## src/rtl/wim_scan_drv.sv

```systemverilog
// Multiplexed 7-segment scan driver: NDIG x 7 pattern buffer, digits lit one at a time with optional dark gap.
// Latency: buffer write visible the next time that digit is lit; outputs decode registered state combinationally.
// Backpressure: in_ready drops only for a write aimed at the currently lit digit; all other offers accepted each cycle.
//
// Ports:
//   clk, rst_n        clock, async active-low reset
//   en                scan enable; low forces IDLE (outputs dark, buffer kept)
//   in_valid/in_ready pattern write handshake; in_pat stored at in_dig (in_dig >= NDIG dropped)
//   seg_o, dig_o      segment pattern and one-hot digit select (zero when dark)
//   frame_o           pulse on the last lit cycle of digit NDIG-1
module wim_scan_drv #(
  parameter int NDIG  = 4,
  parameter int DWELL = 8,
  parameter int BLANK = 1
) (
  input  logic                      clk,
  input  logic                      rst_n,
  input  logic                      en,
  input  logic                      in_valid,
  input  logic [6:0]                in_pat,
  input  logic [$clog2(NDIG)-1:0]   in_dig,
  output logic                      in_ready,
  output logic [6:0]                seg_o,
  output logic [NDIG-1:0]           dig_o,
  output logic                      frame_o
);

  localparam int DW   = $clog2(NDIG);
  localparam int MAXC = (DWELL > BLANK) ? DWELL : BLANK;
  localparam int CW   = (MAXC > 1) ? $clog2(MAXC) : 1;

  typedef enum logic [1:0] {
    S_IDLE = 2'd0,
    S_SHOW = 2'd1,
    S_GAP  = 2'd2
  } state_t;

  state_t          r_state;
  logic [DW-1:0]   r_cur;
  logic [CW-1:0]   r_cnt;
  logic [6:0]      r_buf [NDIG];

  logic [DW-1:0]   w_cur_nxt;
  logic            w_show;
  logic            w_dwell_end;
  logic            w_gap_end;
  logic            w_wr;

  assign w_show      = (r_state == S_SHOW);
  assign w_cur_nxt   = (r_cur == DW'(NDIG - 1)) ? '0 : r_cur + DW'(1);
  assign w_dwell_end = (r_cnt == CW'(DWELL - 1));
  // Unreachable when BLANK=0 since GAP is never entered.
  assign w_gap_end   = (r_cnt == CW'(BLANK - 1));

  // Refuse only writes to the lit digit so its pattern cannot change mid-dwell.
  assign in_ready = !(w_show && (in_dig == r_cur));
  // Out-of-range digit indices are handshaken but dropped.
  assign w_wr     = in_valid && in_ready && (int'(in_dig) < NDIG);

  always_ff @(posedge clk or negedge rst_n) begin
    if (!rst_n) begin
      r_state <= S_IDLE;
      r_cur   <= '0;
      r_cnt   <= '0;
    end else begin
      case (r_state)
        S_IDLE: begin
          if (en) begin
            r_state <= S_SHOW;
            r_cur   <= '0;
            r_cnt   <= '0;
          end
        end
        S_SHOW: begin
          if (!en) begin
            r_state <= S_IDLE;
            r_cur   <= '0;
            r_cnt   <= '0;
          end else if (w_dwell_end) begin
            r_cnt <= '0;
            if (BLANK > 0) begin
              r_state <= S_GAP;
            end else begin
              r_cur <= w_cur_nxt;
            end
          end else begin
            r_cnt <= r_cnt + CW'(1);
          end
        end
        S_GAP: begin
          if (!en) begin
            r_state <= S_IDLE;
            r_cur   <= '0;
            r_cnt   <= '0;
          end else if (w_gap_end) begin
            r_state <= S_SHOW;
            r_cnt   <= '0;
            r_cur   <= w_cur_nxt;
          end else begin
            r_cnt <= r_cnt + CW'(1);
          end
        end
        default: begin
          r_state <= S_IDLE;
          r_cur   <= '0;
          r_cnt   <= '0;
        end
      endcase
    end
  end

  always_ff @(posedge clk or negedge rst_n) begin
    if (!rst_n) begin
      for (int i = 0; i < NDIG; i++) begin
        r_buf[i] <= '0;
      end
    end else if (w_wr) begin
      r_buf[in_dig] <= in_pat;
    end
  end

  // Pure decode of registered state; async reset darkens outputs immediately.
  always_comb begin
    seg_o = '0;
    dig_o = '0;
    if (w_show) begin
      seg_o        = r_buf[r_cur];
      dig_o[r_cur] = 1'b1;
    end
  end

  assign frame_o = w_show && (r_cur == DW'(NDIG - 1)) && w_dwell_end;

endmodule

```

## config.mk

```make
export PLATFORM = sky130hd
export DESIGN_NAME = wim_scan_drv
export DESIGN_NICKNAME = d
export VERILOG_FILES = /design/src/rtl/wim_scan_drv.sv
export SDC_FILE = /design/constraint.sdc
export NUM_CORES = 1
export LEC_CHECK = 0
export CAP_MARGIN = 20
export CORE_MARGIN = 5
export CORE_UTILIZATION = 50
export CTS_BUF_LIST = sky130_fd_sc_hd__clkbuf_8
export DETAILED_ROUTE_END_ITERATION = 8
export HOLD_SLACK_MARGIN = 0.02
export PLACE_DENSITY = 0.74
export REMOVE_ABC_BUFFERS = 1
export SLEW_MARGIN = 10
export SYNTH_ARGS = -nofsm -noshare
export SYNTH_HDL_FRONTEND = slang
export SYNTH_SLANG_ARGS = --single-unit
```

## constraint.sdc

```tcl
create_clock -name clk -period 2.2 [get_ports clk]
set_clock_uncertainty 0.2 [all_clocks]
set_input_delay 0.33 -clock clk [delete_from_list [all_inputs] [get_ports clk]]
set_output_delay 0.33 -clock clk [all_outputs]
set_load 0.01 [all_outputs]
```

==> results.ini <==
[synthesis]
synth_edf_count = 0
yosysSeqAreaShare = 0.4534
async_reset_ff_frac = 1.000
synth_xor_area_frac = 0.009067
synth_top_area_cell = dfrtp_1
synth_cell_type_count = 32
ys_warn_count = 0
synth_compound_area_frac = 0.09456
synthAdderAreaFrac = 0.07124
synth_top_family_by_area = multiplexers
synthTopCellsByArea = dfrtp_1 45%, mux2_2 17%, mux4_2 8.2%
synthCells = 145
synth_mux_area_frac = 0.2506
synth_top_area_frac = 0.4534
avgSynthCellArea_um2 = 13.32
synth-simple-area-share = 0.09456
yosysMostFrequentCell = dfrtp_1
synth_common_cells = 35 x dfrtp_1, 29 x mux2_2, 11 x and2_1, 11 x ha_1, 7 x mux4_2
synth-main-ff-cell = dfrtp_1
netlist_area_um2 = 1932
synth_seq_cells = 35

[clock_network]
clkSlewWorstSetupHoldPaths_ns = 0.07
cts_buffers = 5
cts-root-buf = clkbuf_8
ctsHoldBuffers = 0
cts_tree = built
clock_latency_ns = 0.29
cts_buffer_depth = 2
cts_num_sinks = 35
htreeDepth = 2

[sta]
setup_slack_ns = -0.007775
setup_viol_count_final = 2
slew_violations = 0
setup_tns_ns = -0.008408
clock.fmax_ghz = 0.4529
slew_headroom = 0.7061
whs_ns = 0.2397
post-route-period-util = 1.004
rsz0062_at_grt = yes
period_needed_ns = 2.208
worstMarginPinSlew_ns = 0.4408
finalHoldViolCount = 0

[route]
drtIter0Drc = 49
antenna_left = 0
dr.pass1.iters = 4
drc_errors = 0
drt-vias-per-instance = 5.536
wl_per_cell_um = 16.90
drt-total-wl_um = 4192
num_vias = 1373

[finish]
nets = 223
antenna_cells = 0
drive_gt1_frac = 0.4550
stdcell_count = 248
fin_area_um2 = 2591
finish.utilization = 0.6973
syn2layout_area_growth_pct = 34.13
fill_cells = 262

[die]
die_h_um = 72.16
die_w_um = 72.16
coreArea_um2 = 3716
start_util = 0.5199
io_pins = 26
rows = 22
die_area_um2 = 5207

[global_route]
grtUsageMet2 = 0.2963
grt_pass1_wl_um = 7148
grt.met1_usage = 0.2142
overflow = 0
use_met3 = 0.04986
grt_util_all_layers = 0.1818
antenna_found_initial = 0
first_global_vias = 1538
grt_most_used_layer = met2
grt_start_max_net_pins = 36

[flow_run]
drv_cap = 0

[critical_path]
criticalPathCategory = reg -> out
crit_slowest_cell = mux4_2
cp.required_ns = 1.67
cp_max_fo = 3
path_common_cell = buf_6
cp.arrival_ns = 1.68
reg2reg_depth = 7
cp.depth = 5
path_cells = buf_6 -> buf_6 -> mux4_2 -> and2_4 -> buf_6
startpoint_type = register
cp-end-kind = primary output
max_stage_delay_ns = 0.48
critical_path.top_delay_family = multiplexers
worst-path-buf-inv = 3

[placed_design]
dpl_worst_slack_ns = -0.03309
dp_hpwl_um = 3025
io_buffers = 25
placed_cell_area_um2 = 2447
post-place-cells = 237
place.gp.congestion = 0.8521

[power_and_ir_drop]
finalPower_mw = 2.351
p_per_area_nw_per_um2 = 907.3
ir_drop_mv = 0.7005
p_leak_nw = 1.121

[worst_hold_path]
worstHoldPathType = in -> async

[status]
violations = setup timing
outcome = complete, but fails checks

==> area by class of cell <==
class | instances | area, um^2 | share of cell area
Timing Repair Buffer | 52 | 493.0 | 0.1902
Multi-Input combinational cell | 98 | 1015 | 0.3916
Tap cell | 48 | 60.06 | 0.02318
Sequential cell | 35 | 875.8 | 0.3380
Clock inverter | 2 | 38.79 | 0.01497
Clock buffer | 6 | 82.58 | 0.03187
Inverter | 7 | 26.28 | 0.01014
==> worst paths after layout <==
| path | endpoint | from | slack (ns) |
|---|---|---|---|
| min in group clk | r_buf[3]$_DFFE_PN0P_ | r_buf[3]$_DFFE_PN0P_ | 0.31 |
| hold / removal | r_cnt[2]$_DFFE_PN0P_ | rst_n | 0.24 |
| max in group asynchronous | r_state[0]$_DFFE_PN0P_ | rst_n | 1.25 |
| hold reg to reg | r_buf[3]$_DFFE_PN0P_ | r_buf[3]$_DFFE_PN0P_ | 0.31 |
| setup / recovery | seg_o[1] | r_cur[0]$_DFFE_PN0P_ | -0.008 |
| setup reg to reg | r_buf[13]$_DFFE_PN0P_ | r_cur[0]$_DFFE_PN0P_ | 0.19 |
==> sequential cells by signal, indices dropped and copies added, names as in the netlist <==
register,flops
r_cur,2
r_buf,28
r_cnt,3
r_state,2
==> what timing repair did <==
item | in CTS | in global routing
setup buffers | 3 | 1
setup endpoints to repair | 13 | 9
gates cloned | 0 | 0
resized for setup | 34 | 21
pin swaps | 1 | 3
==> power by group <==
group          switching [mW]  leakage (nW)  internal [mW]
Combinational           0.363         0.632          0.484
Clock                   0.247        0.0618          0.373
Sequential             0.0853         0.427          0.799
==> worst reg2reg max path, delay by kind of cell (launching register included) <==
kind            cells  cell delay, ns
flops               1            0.42
buf+inv             5            0.62
compound gates      1            0.33
mux                 1            0.34
==> metal layers <==
layer	part of all wire	routed length, um
met3	0.046	193
met4	0.035	145
met5	0	0
met2	0.49	2066
met1	0.43	1785
==> cell families (layout without fill, tap and decap cells) <==
group                      Yosys count  count (layout)
AOI/OAI and AO/OA                   17              17
xor gates and xnor gates             2               2
adders and majority gates           11              11
buffers and inverters               12              67
DFF                                 35              35
muxes                               36              36
and+or+nand+nor                     32              32
==> placed cells by master (no fill, tap or decap), types with 3 or more instances in the layout <==
cell type / n
dfrtp_1: 35
inv_1: 5
buf_4: 17
nand2_1: 6
buf_12: 4
ha_1: 10
clkbuf_8: 6
o21ai_0: 3
mux2_2: 29
clkdlybuf4s50_1: 12
clkbuf_2: 5
buf_6: 9
nand3_1: 3
mux4_2: 7
and2_4: 3
and2_1: 8
No activity file was read; power rests on OpenSTA's default activity.
